===== src/rtl/pipe_stage_reg.sv =====
// pipe_stage_reg -- inter-stage pipeline register with valid/ready flow control.
//
// Payload is split into CTRL (write enables, result select), which is zeroed
// whenever the entry holding it becomes a bubble, and DATA, which is held
// rather than cleared.
//
// Parameters
//   CTRL_W  control bits per entry
//   DATA_W  data bits per entry
//   SKID    1 = two-entry skid buffer with registered in_ready
//           0 = single register with combinational in_ready
//   CNT_W   width of the saturating stall-cycle counter
//
// Ports
//   clk        rising-edge clock
//   reset      asynchronous, active-low reset
//   flush      drop every held entry and the incoming beat this cycle
//   in_valid   upstream beat valid
//   in_ready   stage can accept a beat
//   in_ctrl    upstream control
//   in_data    upstream data
//   out_valid  downstream beat valid
//   out_ready  downstream accepts the beat
//   out_ctrl   head control, forced to 0 when out_valid=0
//   out_data   head data (don't-care when out_valid=0)
//   stall_cnt  count of edges with out_valid=1 and out_ready=0
module pipe_stage_reg #(
    parameter int unsigned CTRL_W = 4,
    parameter int unsigned DATA_W = 133,
    parameter int unsigned SKID   = 1,
    parameter int unsigned CNT_W  = 16
) (
    input  logic              clk,
    input  logic              reset,
    input  logic              flush,
    input  logic              in_valid,
    output logic              in_ready,
    input  logic [CTRL_W-1:0] in_ctrl,
    input  logic [DATA_W-1:0] in_data,
    output logic              out_valid,
    input  logic              out_ready,
    output logic [CTRL_W-1:0] out_ctrl,
    output logic [DATA_W-1:0] out_data,
    output logic [CNT_W-1:0]  stall_cnt
);

    typedef enum logic [1:0] {
        EMPTY = 2'd0,
        ONE   = 2'd1,
        FULL  = 2'd2
    } state_t;

    state_t            state;
    logic [CTRL_W-1:0] head_ctrl;
    logic [DATA_W-1:0] head_data;
    logic [CTRL_W-1:0] skid_ctrl;
    logic [DATA_W-1:0] skid_data;
    logic              in_ready_q;
    logic              head_valid;
    logic              in_xfer;
    logic              out_xfer;

    assign head_valid = (state != EMPTY);

    // With the skid buffer, in_ready comes straight from a flop so that there
    // is no combinational path from out_ready back to the upstream stage.
    always_comb begin
        if (SKID != 0) begin
            in_ready = in_ready_q;
        end else begin
            in_ready = !head_valid || out_ready;
        end
    end

    assign in_xfer   = in_valid && in_ready && !flush;
    assign out_xfer  = head_valid && out_ready;

    assign out_valid = head_valid;
    assign out_ctrl  = head_valid ? head_ctrl : '0;
    assign out_data  = head_data;

    // Single-register mode only ever uses EMPTY and ONE. Flush clears valids
    // and control but deliberately leaves the data registers untouched.
    always_ff @(posedge clk or negedge reset) begin
        if (!reset) begin
            state      <= EMPTY;
            head_ctrl  <= '0;
            head_data  <= '0;
            skid_ctrl  <= '0;
            skid_data  <= '0;
            in_ready_q <= 1'b1;
        end else if (flush) begin
            state      <= EMPTY;
            head_ctrl  <= '0;
            skid_ctrl  <= '0;
            in_ready_q <= 1'b1;
        end else if (SKID == 0) begin
            if (in_xfer) begin
                state     <= ONE;
                head_ctrl <= in_ctrl;
                head_data <= in_data;
            end else if (out_xfer) begin
                state     <= EMPTY;
                head_ctrl <= '0;
            end
        end else begin
            case (state)
                EMPTY: begin
                    if (in_xfer) begin
                        state     <= ONE;
                        head_ctrl <= in_ctrl;
                        head_data <= in_data;
                    end
                end
                ONE: begin
                    if (in_xfer && out_xfer) begin
                        head_ctrl <= in_ctrl;
                        head_data <= in_data;
                    end else if (in_xfer) begin
                        state      <= FULL;
                        skid_ctrl  <= in_ctrl;
                        skid_data  <= in_data;
                        in_ready_q <= 1'b0;
                    end else if (out_xfer) begin
                        state     <= EMPTY;
                        head_ctrl <= '0;
                    end
                end
                FULL: begin
                    // in_ready is low here, so only the head can move.
                    if (out_xfer) begin
                        state      <= ONE;
                        head_ctrl  <= skid_ctrl;
                        head_data  <= skid_data;
                        skid_ctrl  <= '0;
                        in_ready_q <= 1'b1;
                    end
                end
                default: begin
                    state      <= EMPTY;
                    head_ctrl  <= '0;
                    skid_ctrl  <= '0;
                    in_ready_q <= 1'b1;
                end
            endcase
        end
    end

    // Saturating stall counter; only reset clears it.
    always_ff @(posedge clk or negedge reset) begin
        if (!reset) begin
            stall_cnt <= '0;
        end else if (head_valid && !out_ready && (stall_cnt != '1)) begin
            stall_cnt <= stall_cnt + CNT_W'(1);
        end
    end

endmodule


===== config.mk =====
export PLATFORM = sky130hd
export DESIGN_NAME = pipe_stage_reg
export DESIGN_NICKNAME = d
export VERILOG_FILES = /design/src/rtl/pipe_stage_reg.sv
export SDC_FILE = /design/constraint.sdc
export NUM_CORES = 1
export LEC_CHECK = 0
export BUFFER_PORTS_ARGS = -buffer_cell sky130_fd_sc_hd__buf_2
export CORE_AREA = 3 3 167 169
export CTS_CLUSTER_SIZE = 20
export DETAILED_ROUTE_END_ITERATION = 10
export DIE_AREA = 0 0 170 172
export HOLD_SLACK_MARGIN = 0.03
export PLACE_DENSITY = 0.74
export SYNTH_ARGS = -nofsm -noshare
export SYNTH_HDL_FRONTEND = slang
export SYNTH_SLANG_ARGS = --single-unit

===== constraint.sdc =====
create_clock -name clk -period 2.1 [get_ports clk]
set_input_delay 0.105 -clock clk [delete_from_list [all_inputs] [get_ports clk]]
set_output_delay 0.105 -clock clk [all_outputs]
set_load 0.01 [all_outputs]

* Yosys cells after proc, flatten, opt, wreduce, memory -nomap -nowiden
Cells that the tools add are included. Widths: inputs -> output; s select.
Operators by class: $add $sub $neg 1, equality and inequality tests 14, mux-type cells 27, bitwise gates (word level) 2, reduce and logical (&&, ||, !) cells 16
Operators with widths (number):
- $mux 133 | 3
- $pmux 133 s3 | 1
- $mux 4 | 9
- $pmux 4 s3 | 2
- $add 16x1->16 const B | 1
- $ne 16x16->1 const B | 1
- $reduce_and 4->1 | 4
- $mux 2 | 6
- $ne 3x3->1 const B | 4
- $ne 4x4->1 const B | 3
- $ne 2x2->1 const B | 4
- $logic_and 1x1->1 | 6
- $pmux 2 s3 | 1
- $reduce_and 5->1 | 1
- $mux 1 | 4
- $pmux 1 s3 | 1
- $reduce_bool 3->1 | 1
- $eq 2x1->1 const B | 1
- $eq 2x2->1 const B | 1
- $logic_not 1->1 | 2
- $logic_not 2->1 | 1
- $not 1->1 | 2
- $reduce_bool 2->1 | 1
Storage, ports and cells: bits in registers 293, output and inout port bits 155, word-level logic and storage cells 67

* Longest topological paths before layout
Gate-level depths: netlist (run 1).
depth after elaboration 7, mapped depth 8, mapped depth without buffers 5

* Worst setup path after synthesis (run 1)
No wires, ideal clock.
path type register -> register, start point reg in_ready_q (netlist: in_ready), end point reg skid_data[100], setup time 125 ps, arrival time 1617 ps, required time 1975 ps, path slack 358 ps, stages on the path, launching flop included 6, path buffers 2, period minus slack after synthesis 1742 ps, path through dfstp_2 -> and3b_1 -> and3b_1 -> buf_4 -> buf_6 -> mux2_2
On the way: longest elaborated chain between the ends 5
Ends and longest elaborated chain:
- from (decl) | RTL line 58 | logic in_ready_q;
- from (signal assigned) | RTL line 91 | in_ready_q <= 1'b1;
- from (signal assigned) | RTL line 96 | in_ready_q <= 1'b1;
- from (signal assigned) | RTL line 123 | in_ready_q <= 1'b0;
- $logic_and 1x1->1 * (2 in series) | RTL line 75 | assign in_xfer = in_valid && in_ready && !flush;
- $logic_and 1x1->1 | RTL line 116 | if (in_xfer && out_xfer) begin
- $not 1->1 (no source line)
- $reduce_and 4->1 (no source line) *
- to (signal assigned) | RTL line 122 | skid_data <= in_data;
- to (decl) | RTL line 57 | logic [DATA_W-1:0] skid_data;
Mark *: on every way between the ends. The rest lies on a longest branch, timed or not. A chain may end at the register's enable or synchronous reset.

* Worst setup path after layout (run 1)
start point reg state[0], end point reg skid_data[69]
On the way: longest elaborated chain between the ends 5, elaborated cells between the ends (all ways) 6
Ends and longest elaborated chain:
- from (decl) | RTL line 53 | state_t state;
- from (signal assigned) | RTL line 86 | state <= EMPTY;
- from (signal assigned) | RTL line 93 | state <= EMPTY;
- from (signal assigned) | RTL line 99 | state <= ONE;
- $reduce_bool 2->1 | RTL line 63 | assign head_valid = (state != EMPTY);
- $logic_and 1x1->1 | RTL line 76 | assign out_xfer = head_valid && out_ready;
- $logic_and 1x1->1 | RTL line 116
- $not 1->1 (no source line)
- $reduce_and 4->1 (no source line) *
Marked as above.

==> results of run 1 <==
==> metrics by stage <==
stage	std cells	hold WS (ns)	utilization (%)	worst slack [ns]	total power, mW
6_report	1660	0.0820	66.3	0.108	17.1
5_1_grt	1660	0.0973	66.3	0.0409	17.9
4_1_cts	1660	0.0667	66.3	0.131	17.2
3_5_place_dp	1463	0.0625	57.2	0.148	11.6
3_3_place_gp	1463	0.0589	57.2	0.202	11.4
2_1_floorplan	844	-0.191	-	0.358	10.0
==> cell type report <==
cell class,count,area [sq um],area share [%]
sequential,293,7330,41.4
multi-input combinational,497,5480,31.0
timing repair buffer,468,3430,19.4
clock buffer,48,940,5.31
tap,341,427,2.41
clock inverter,9,75.1,0.424
inverter,4,15.0,0.0848
==> cell usage after synthesis (3+ instances only) <==
master,n
sky130_fd_sc_hd__nor2b_1,4
sky130_fd_sc_hd__a21oi_1,6
sky130_fd_sc_hd__nor2_1,3
sky130_fd_sc_hd__and3b_1,4
sky130_fd_sc_hd__mux2_2,330
sky130_fd_sc_hd__inv_1,4
sky130_fd_sc_hd__nand4_1,5
sky130_fd_sc_hd__a21o_1,3
sky130_fd_sc_hd__nand2_1,7
sky130_fd_sc_hd__xor2_1,6
sky130_fd_sc_hd__buf_6,23
sky130_fd_sc_hd__nand3_1,8
sky130_fd_sc_hd__buf_2,19
sky130_fd_sc_hd__mux2_4,70
sky130_fd_sc_hd__buf_4,6
sky130_fd_sc_hd__nor3_1,6
sky130_fd_sc_hd__and3_1,5
sky130_fd_sc_hd__dfrtp_1,292
sky130_fd_sc_hd__a22o_1,7
sky130_fd_sc_hd__xnor2_1,8
sky130_fd_sc_hd__and2_1,3
==> worst max-delay path, delay by kind of cell (launching register included) <==
kind | cells | cell delay, ns
flip-flops | 1 | 0.55
AND/OR/NAND/NOR | 2 | 0.53
buffers and inverters | 1 | 0.31
multiplexers | 1 | 0.39
==> logic make-up (layout without fill, tap and decap cells) <==
logic type                 Yosys count  after routing  share of synthesized area (%)
DFF                                293            293                           55.4
adders and majority gates            1              1                         0.0946
buffers and inverters               54            529                           3.20
muxes                              401            401                           36.1
AOI/OAI and AO/OA                   26             26                           1.60
and+or+nand+nor                     55             55                           2.64
xor gates and xnor gates            14             14                          0.927
==> repair_timing <==
item,4_1_cts,5_1_grt
hold buffers,140,0
resized for setup,0,0
endpoints found under the hold margin,543,0
==> metal layers <==
metal	global-route usage, %	vias to the layer above	share of wire (%)
met5	0	-	0
met4	4.23	0	1.6
met3	5.56	36	7.6
met2	33.2	275	48
met1	26.8	4367	43
li1	-	3945	-
==> registers in the layout, summed over array words and instances, names as in the netlist <==
signal and count:
head_ctrl 4, in_ready 1, out_data 133, skid_ctrl 4, skid_data 133, stall_cnt 16
state 2
==> how the worst max path moves through the flow <==
stage	from	depth (start not counted)	end	slack (ns)
finish	state[0]$_DFFE_PN0P_	4	skid_data[69]$_DFFE_PN0P_	0.11
CTS	state[0]$_DFFE_PN0P_	6	out_data[117]$_DFFE_PN0P_	0.13
detailed placement	state[0]$_DFFE_PN0P_	6	out_data[59]$_DFFE_PN0P_	0.15
floorplan	in_ready$_DFFE_PN1P_	5	skid_data[100]$_DFFE_PN0P_	0.36
global placement	state[0]$_DFFE_PN0P_	6	out_data[116]$_DFFE_PN0P_	0.20
global route	state[0]$_DFFE_PN0P_	6	out_data[117]$_DFFE_PN0P_	0.04
==> power by group <==
group          total (mW)  internal, mW  switching (mW)
clock                5.38          3.18            2.20
sequential           7.94          7.11           0.822
combinational        3.76          2.27            1.50
==> summary.md, run 1 <==
| Metric | Value |
|---|---|
| CTS clock-pin slew for the worst setup and hold paths | 0.06 ns |
| Number of flip-flops and latches in the synthesized netlist | slightly below 300 |
| Power density of the placed cells | a little under 1000 nW/um^2 |
| Total routed wirelength | a little over 30 mm |
| Source of the worst register-to-register timing path | state[0]$_DFFE_PN0P_ |
| Fraction of synthesized cell area taken by the top area cell type | between 50% and 60% |
| Top-level port count | 297 |
| Routed wire length per instance | roughly 18 um |
| Final HPWL DP | about 20 mm |
| Instance count of the mapped netlist | around 840 |
| Fraction of registers with async set or reset after synthesis | 100% |
| Arrival time at the worst endpoint | 2.41 ns |
| Global-route wire length before repair | between 40 and 50 mm |
| Leftover overflow at the end of global routing | 0 |
| Tcrit/Tclk final | between 90% and 100% |
| Clock Root Buffer | sky130_fd_sc_hd__clkbuf_16 |
| Initial antenna violation count | 0 |
| DRC violation count after routing | 0 |
| Most used cells in the layout excluding fill and tap cells | sky130_fd_sc_hd__mux2_2 (330), sky130_fd_sc_hd__buf_2 (295), sky130_fd_sc_hd__dfrtp_1 (292) |
| RSZ-0062 raised after global routing | no |
| Port bufs | around 300 |
| Fin area | approximately 18000 sq um |
| Vias after detailed routing | roughly 8600 |
| Worst slew margin relative to its limit | between 50% and 60% |
| Number of distinct library cell variants in the gate-level netlist after synthesis | 44 |
| Tightest Pin Transition | ~0.65 ns |
| Most common cell after layout, fill and taps aside | sky130_fd_sc_hd__mux2_2 |
| Maximum clock frequency | 502 MHz |
| Total inserted antenna cells | 0 |
| GPL Wtd Cong | around 0.76 |
| Ranking of synthesized cells by area | sky130_fd_sc_hd__dfrtp_1 (55%), sky130_fd_sc_hd__mux2_2 (28%), sky130_fd_sc_hd__mux2_4 (7.9%) |
| Pins Over Slew Limit | 0 |
| Total iterations of the first detailed-routing run | 5 |
| Global Route Usage Sum | around 20% |
| Ys Warns | 0 |
| Accumulated negative setup slack | 0 ns |
| Total standard cell area after synthesis | around 13000 sq um |
| Worst reg2reg path endpoint | skid_data[69]$_DFFE_PN0P_ |
| Total core area | roughly 27000 sq um |
| Critical Path Source Type | flop |
| Required arrival time at the worst endpoint | between 2 and 3 ns |
| Layout fillers | between 1500 and 2000 |
| Post CTS Setup Buffer Count | 0 |
| Clk_lat worst skew | 0.54 ns |
| Dominant synthesized flop cell | sky130_fd_sc_hd__dfrtp_1 |
| Crit. End Element | flop |
| P&R area growth vs syn | 33.8% |
| Master of the slowest instance on the critical path | sky130_fd_sc_hd__dfrtp_1 |
| Number of vias per cell after detailed routing | between 5 and 6 |
| Starting density of the core | 49.5% |
| Clock tree from TritonCTS | yes |
| Maximum vdd ir drop | approximately 0.78 mV |
| Die span in y | 172 um |
| Remaining antenna violation count | 0 |
| Via count of the first global-routing pass | approximately 9000 |
| Clock buffer count from CTS | 31 |
| Class of the tightest hold or removal check | primary input to async pin |
| Number of endpoints failing setup at the final stage | 0 |
| Post-Syn Area per Cell | ~16 sq um |
| Worst path cell trace | nor2b_4, and3b_4, buf_12, mux2_2 |
| Deepest level of the CTS H-tree | 1 |
| Post-layout net count | 1438 |
| Tmin final | between 1.5 and 2 ns |
| Internal reg-to-reg setup slack | 0.11 ns |
| Iteration-0 DRC count of the detailed router | about 500 |
| Synth area leader | sky130_fd_sc_hd__dfrtp_1 |
| Highest cell delay on the worst timing path | 0.55 ns |
| Clock tree sinks | roughly 290 |
| Pin count of the biggest net entering global routing | 66 |
| Width of the die | ~170 um |
| Number of enable-type register cells in the synthesized netlist | 0 |
| Synthesized Nets | ~1000 |
| Total leakage power | roughly 8.4 nW |
| Number of max-cap violations | 0 |
| Biggest fanout along the worst timing path | 65 |
| Sequential area share after synthesis | 55.4% |
| Result of the run | finished clean |
| Fraction of layout instances using a drive strength above 1 | 59.7% |
| Post-detailed-placement cell area | 15300 sq um |
| Path depth of the worst reg2reg path | 4 |
| Class of the most critical setup path | flop to flop |
| Fin Clk Skew | 0.0126 ns |
| Die Outline Area | slightly below 30000 sq um |
| Number of hold-slack violations in the final timing report | 0 |
| Row count | 60 |
| Maximum clock path buffer count | 3 |
Note: power is estimated with default switching activity, not from simulation.
==> run 2, diff against run 1 <==
- CORE_AREA: 3 3 167 169 -> 3 3 215 217
- DIE_AREA: 0 0 170 172 -> 0 0 218 220
- PLACE_DENSITY: 0.74 -> not set
==> summary.md, run 2 (same netlist as run 1, synthesis figures left out) <==
| Metric | Value |
|---|---|
| Biggest fanout along the worst timing path | 58 (-11%) |
| Initial antenna violation count | 0 (unchanged) |
| Final HPWL DP | 21.0 mm (+7.4%) |
| Die Outline Area | 48000 sq um (+64%) |
| Die span in y | 220 um (+28%) |
| Tcrit/Tclk final | 94.1% (-0.74 points) |
| Port bufs | 296 (unchanged) |
| Maximum clock path buffer count | 3 (unchanged) |
| Hold slack | 0.138 ns (+0.0560 ns) |
| Buffers plus inverters on the worst setup path | 1 (unchanged) |
| Post CTS Setup Buffer Count | 0 (unchanged) |
| CTS clock-pin slew for the worst setup and hold paths | 0.05 ns (about the same) |
| Required arrival time at the worst endpoint | 2.51 ns (about the same) |
| Maximum vdd ir drop | 0.736 mV (-5.6%) |
| Tmin final | 1.98 ns (-0.0155 ns) |
| Post-layout net count | 1443 (+0.35%) |
| Row count | 77 (+28%) |
| Most used cells in the layout excluding fill and tap cells | sky130_fd_sc_hd__mux2_2 (330), sky130_fd_sc_hd__buf_2 (295), sky130_fd_sc_hd__dfrtp_1 (291) |
| Total core area | 44300 sq um (+66%) |
| Number of hold-slack violations in the final timing report | 0 (unchanged) |
| Clock Root Buffer | sky130_fd_sc_hd__clkbuf_16 |
| Number of vias per cell after detailed routing | 4.47 (-14%) |
| P&R area growth vs syn | 36.7% |
| Pin count of the biggest net entering global routing | 71 (+7.6%) |
| Clk_lat worst skew | 0.54 ns (about the same) |
| Fraction of layout instances using a drive strength above 1 | 59.7% (about the same) |
| Dominant delay contributor by cell family on the critical path | flip-flops |
| Tightest Pin Transition | 0.628 ns (-0.0267 ns) |
| Post-placement setup slack | 0.0803 ns (-0.0677 ns) |
| Clock tree from TritonCTS | yes |
| Total inserted antenna cells | 0 (unchanged) |
| Worst path cell trace | and3b_1, and3b_4, buf_12, mux2_2 |
| Master of the slowest instance on the critical path | sky130_fd_sc_hd__dfstp_2 |
| Global Route Usage Sum | 13.4% (-6.7 points) |
| Clock buffer count from CTS | 36 (+16%) |
| Number of endpoints failing setup at the final stage | 0 (unchanged) |
| Critical Path Source Type | flop |
| Highest cell delay on the worst timing path | 0.57 ns (+0.02 ns) |
| Leftover overflow at the end of global routing | 0 (unchanged) |
| Most common cell after layout, fill and taps aside | sky130_fd_sc_hd__mux2_2 |
| Worst slew margin relative to its limit | 58.2% (+2.2 points) |
| Layout fillers | 4168 (+130%) |
| Routed wire length per instance | 16.9 um (-7.8%) |
| Total routed wirelength | 32.4 mm (+6.5%) |
| RSZ-0062 raised after global routing | no |
| Fin Clk Skew | 0.0147 ns (+0.00219 ns) |
| Number of max-cap violations | 0 (unchanged) |
| Pins Over Slew Limit | 0 (unchanged) |
| Top-level port count | 297 (unchanged) |
| Global-route wire length before repair | 51.2 mm (+6.0%) |
| Total iterations of the first detailed-routing run | 4 (-1) |
| Vias after detailed routing | 8566 (-0.66%) |
| Starting density of the core | 29.9% (-20 points) |
| Min setup slack post-route | 0.124 ns (+0.0155 ns) |
| Via count of the first global-routing pass | 9385 (+2.1%) |
| Power density of the placed cells | 993 nW/um^2 (+3.0%) |
| Arrival time at the worst endpoint | 2.39 ns (-0.02 ns) |
| Accumulated negative setup slack | 0 ns (unchanged) |
| Iteration-0 DRC count of the detailed router | 421 (-18%) |
| DRC violation count after routing | 0 (unchanged) |
| Width of the die | 218 um (+28%) |
| Deepest level of the CTS H-tree | 2 (+1) |
| Class of the tightest hold or removal check | primary input to flop |
| Remaining antenna violation count | 0 (unchanged) |
| Maximum clock frequency | 506 MHz (+0.79%) |
| Class of the most critical setup path | flop to flop |
| Total leakage power | 8.39 nW (+0.47%) |
| Result of the run | finished clean |
| Clock tree sinks | 293 (unchanged) |
| Crit. End Element | flop |
| GPL Wtd Cong | 0.777 (+2.5%) |
-- run 2: cell count changes in the layout (fill, tap and decap cells not counted), sizes merged --
cell	previous run	this run
bufinv	1	4
clkinvlp	2	1
clkbuf	48	53
clkinv	6	4
inv	4	6
-- run 2: cell type report --
cell class                      instances  area [sq um]  area share [%]
Clock buffer                           53          1040            5.73
Clock inverter                         11           169           0.934
Inverter                                4          15.0          0.0830
Multi-Input combinational cell        497          5480            30.3
Sequential cell                       293          7330            40.6
Tap cell                              592           741            4.10
Timing Repair Buffer                  468          3310            18.3
-- run 2: worst reg2reg max path, stage by stage, from the launching register on --
cell                      delay (ns)
sky130_fd_sc_hd__dfstp_2        0.57
sky130_fd_sc_hd__and3b_1        0.22
sky130_fd_sc_hd__and3b_4        0.29
sky130_fd_sc_hd__buf_12         0.33
sky130_fd_sc_hd__mux2_2         0.44
-- run 2: metal layers --
layer	share of wire [%]	track usage, %	vias up	routed length, um
met5	0	0	-	0
met2	47	22.2	237	15300
met3	7.7	4.30	58	2500
met1	43	16.5	4305	13800
li1	-	-	3966	-
met4	2.5	4.63	0	794
-- run 2: timing repair --
item / in CTS / in global routing
endpoints found under the setup margin: 0 / 38
hold endpoints to repair: 387 / 0
gates resized for setup: 0 / 1
hold buffers: 140 / 0
-- run 2: report_power, final --
group	internal, mW	switching, mW
combinational	2.25	1.49
clock	3.92	2.42
sequential	7.12	0.775
total	13.3	4.68
-- run 2: final timing paths --
path,from,endpoint,slack [ns],cells after the start
worst max-delay path,in_ready$_DFFE_PN1P_,skid_data[101]$_DFFE_PN0P_,0.12,4
worst min-delay path,in_valid,state[1]$_DFFE_PN0P_,0.14,4
worst max register to register,in_ready$_DFFE_PN1P_,skid_data[101]$_DFFE_PN0P_,0.12,4
worst min register to register,head_ctrl[3]$_DFFE_PN0P_,head_ctrl[3]$_DFFE_PN0P_,0.47,1
max in group asynchronous,reset,out_data[61]$_DFFE_PN0P_,1.13,3
min in group asynchronous,reset,skid_data[29]$_DFFE_PN0P_,0.17,2
-- run 2: stage by stage --
stage / instances / area (sq um) / power [mW] / util (%)
after global placement: 1714 / 15500 / 11.4 / 34.9
after detailed placement: 1714 / 15500 / 11.5 / 34.9
after global routing: 1918 / 18100 / 18.9 / 40.8
after floorplan: 844 / 13200 / 10.0 / -
after CTS: 1918 / 18100 / 18.3 / 40.8
final: 1918 / 18100 / 18.0 / 40.8
==> run 3, diff against run 2 <==
- CORE_AREA: 3 3 215 217 -> 3 3 164 166
- DIE_AREA: 0 0 218 220 -> 0 0 167 169
- PLACE_DENSITY: not set -> 0.76
==> summary.md, run 3 (same netlist as run 1, synthesis figures left out) <==
| Metric | Value |
|---|---|
| Via count of the first global-routing pass | 9496 (+1.2%) |
| Tmin final | 1.96 ns (-0.0140 ns) |
| Global-route wire length before repair | 50.3 mm (-1.6%) |
| Highest cell delay on the worst timing path | 0.54 ns (-0.03 ns) |
| Worst path cell trace | nor2b_4, nor3_2, o21bai_4, buf_12, buf_12, mux2_2 |
| P&R area growth vs syn | 34.0% |
| Worst slew margin relative to its limit | 65.4% (+7.3 points) |
| Critical Path Source Type | flop |
| Power density of the placed cells | 985 nW/um^2 (-0.83%) |
| Crit path capture | out_data[58]$_DFFE_PN0P_ |
| CTS clock-pin slew for the worst setup and hold paths | 0.06 ns (about the same) |
| Clock tree from TritonCTS | yes |
| Width of the die | 167 um (-23%) |
| Class of the most critical setup path | flop to flop |
| Result of the run | finished clean |
| Clock Root Buffer | sky130_fd_sc_hd__clkbuf_16 |
| Clock buffer count from CTS | 30 (-17%) |
| Post-layout net count | 1435 (-0.55%) |
| Met3 track demand over resource in global routing | 4.95% (+0.65 points) |
| DRC violation count after routing | 0 (unchanged) |
| Maximum clock path buffer count | 3 (unchanged) |
| Deepest level of the CTS H-tree | 1 (-1) |
| Internal reg-to-reg setup slack | 0.14 ns (about the same) |
| Highest-utilization routing layer at the global route stage | met2 |
| Maximum vdd ir drop | 0.763 mV (+3.8%) |
| Fin Clk Skew | 0.0202 ns (+0.00547 ns) |
| Post CTS Setup Buffer Count | 0 (unchanged) |
| Total leakage power | 8.37 nW (-0.23%) |
| Number of hold-slack violations in the final timing report | 0 (unchanged) |
| Arrival time at the worst endpoint | 2.38 ns (about the same) |
| Starting density of the core | 51.4% (+21 points) |
| Most used cell along the critical path | sky130_fd_sc_hd__buf_12 |
| Buffers plus inverters on the worst setup path | 2 (+1) |
| Critical path launch point | state[0]$_DFFE_PN0P_ |
| Number of vias per cell after detailed routing | 5.25 (+18%) |
| Worst reg2reg path endpoint | out_data[58]$_DFFE_PN0P_ |
| Clk_lat worst skew | 0.55 ns (about the same) |
| Row count | 59 (-23%) |
| Global Route Usage Sum | 21.5% (+8.1 points) |
| Routed wire length per instance | 18.6 um (+10%) |
| Total core area | 25800 sq um (-42%) |
| Leftover overflow at the end of global routing | 0 (unchanged) |
| Number of endpoints failing setup at the final stage | 0 (unchanged) |
| Iteration-0 DRC count of the detailed router | 493 (+17%) |
| Path depth of the worst reg2reg path | 6 (+2) |
| Top-level port count | 297 (unchanged) |
| Met2 Track Usage GR | 37.3% (+15 points) |
| Pin count of the biggest net entering global routing | 72 (+1.4%) |
| PostCTS Resize Cnt | 0 (unchanged) |
| Class of the tightest hold or removal check | primary input to async pin |
| Die span in y | 169 um (-23%) |
| Tcrit/Tclk final | 93.4% (-0.67 points) |
| Die Outline Area | 28200 sq um (-41%) |
| Total number of cells along the worst setup path | 6 (+2) |
| Most common cell after layout, fill and taps aside | sky130_fd_sc_hd__mux2_2 |
| Initial antenna violation count | 0 (unchanged) |
| Source of the worst register-to-register timing path | state[0]$_DFFE_PN0P_ |
| Total inserted antenna cells | 0 (unchanged) |
| Total iterations of the first detailed-routing run | 4 (unchanged) |
| Most used cells in the layout excluding fill and tap cells | sky130_fd_sc_hd__mux2_2 (330), sky130_fd_sc_hd__buf_2 (295), sky130_fd_sc_hd__dfrtp_1 (292) |
| Number of max-cap violations | 0 (unchanged) |
| Dominant delay contributor by cell family on the critical path | flip-flops |
| Remaining antenna violation count | 0 (unchanged) |
| Crit. End Element | flop |
| Global Route met1 Usage | 27.6% (+11 points) |
| Clock tree sinks | 293 (unchanged) |
| Port bufs | 296 (unchanged) |
| Pins Over Slew Limit | 0 (unchanged) |
| GPL Wtd Cong | 0.818 (+5.4%) |
| RSZ-0062 raised after global routing | no |
| Tightest Pin Transition | 0.514 ns (-0.114 ns) |
| Layout fillers | 1705 (-59%) |
| Required arrival time at the worst endpoint | 2.52 ns (about the same) |
| Accumulated negative setup slack | 0 ns (unchanged) |
| Number of hold-repair buffers added at the cts stage | 140 (unchanged) |
| Vias after detailed routing | 8673 (+1.2%) |
| Hold slack | 0.130 ns (-0.00803 ns) |
| Total routed wirelength | 30.8 mm (-4.9%) |
| Biggest fanout along the worst timing path | 18 (-69%) |
| Final HPWL DP | 19.6 mm (-6.6%) |
| Fraction of layout instances using a drive strength above 1 | 59.7% (about the same) |
| Master of the slowest instance on the critical path | sky130_fd_sc_hd__dfrtp_1 |
| Maximum clock frequency | 510 MHz (+0.71%) |
-- run 3: changes by cell type in the layout (fill, tap and decap cells not counted) --
| cell | previous run | this run |
|---|---|---|
| sky130_fd_sc_hd__clkinvlp_4 | 1 | 0 |
| sky130_fd_sc_hd__buf_4 | 18 | 9 |
| sky130_fd_sc_hd__dfrtp_2 | 1 | 0 |
| sky130_fd_sc_hd__buf_12 | 14 | 21 |
| sky130_fd_sc_hd__clkbuf_8 | 5 | 11 |
| sky130_fd_sc_hd__dfrtp_1 | 291 | 292 |
| sky130_fd_sc_hd__inv_6 | 2 | 0 |
| sky130_fd_sc_hd__clkbuf_16 | 37 | 31 |
| sky130_fd_sc_hd__clkbuf_1 | 11 | 6 |
-- run 3: final cells by class --
type / count / area, sq um / share of cell area, %
clock buffers: 48 / 950 / 5.36
clock inverters: 8 / 144 / 0.812
inverters: 4 / 15.0 / 0.0847
multi-input cells: 497 / 5480 / 30.9
flip-flops and latches: 293 / 7330 / 41.4
well taps: 335 / 419 / 2.36
repair buffers: 466 / 3380 / 19.1
-- run 3: layer usage --
metal / vias up / share of wire, %
met2: 298 / 49
met5: - / 0
met4: 0 / 2.4
met3: 58 / 6.6
li1: 3944 / -
met1: 4373 / 42
-- run 3: stage by stage --
| step | worst slack (ns) | power [mW] | cell area (sq um) | std cells | utilization (%) |
|---|---|---|---|---|---|
| floorplan | 0.358 | 10.0 | 13200 | 844 | - |
| global placement | 0.177 | 11.3 | 15200 | 1455 | 59.1 |
| detailed placement | 0.120 | 11.6 | 15200 | 1455 | 59.1 |
| CTS | 0.108 | 17.6 | 17700 | 1651 | 68.8 |
| global route | 0.0317 | 18.3 | 17700 | 1651 | 68.8 |
| finish | 0.138 | 17.5 | 17700 | 1651 | 68.8 |
-- run 3: report_power, final --
group          internal [mW]  switching [mW]  total, mW
Combinational           2.26            1.51       3.77
Clock                   3.57            2.19       5.76
Sequential              7.11           0.819       7.93
-- run 3: how the worst min path moves through the flow --
stage,cells past startpoint,to,slack [ns]
4_1_cts,4,state[1]$_DFFE_PN0P_,0.1
6_report,2,out_data[32]$_DFFE_PN0P_,0.13
2_1_floorplan,0,head_ctrl[0]$_DFFE_PN0P_,-0.19
3_5_place_dp,1,out_data[32]$_DFFE_PN0P_,0.09
3_3_place_gp,1,out_data[32]$_DFFE_PN0P_,0.09
5_1_grt,4,state[1]$_DFFE_PN0P_,0.13
-- run 3: worst reg2reg max path, delay by kind of cell, from the launching register on --
kind | cells | cell delay (ns)
flip-flops | 1 | 0.54
AO/OA/AOI/OAI | 1 | 0.22
AND/OR/NAND/NOR | 2 | 0.33
multiplexers | 1 | 0.35
buffers and inverters | 2 | 0.42
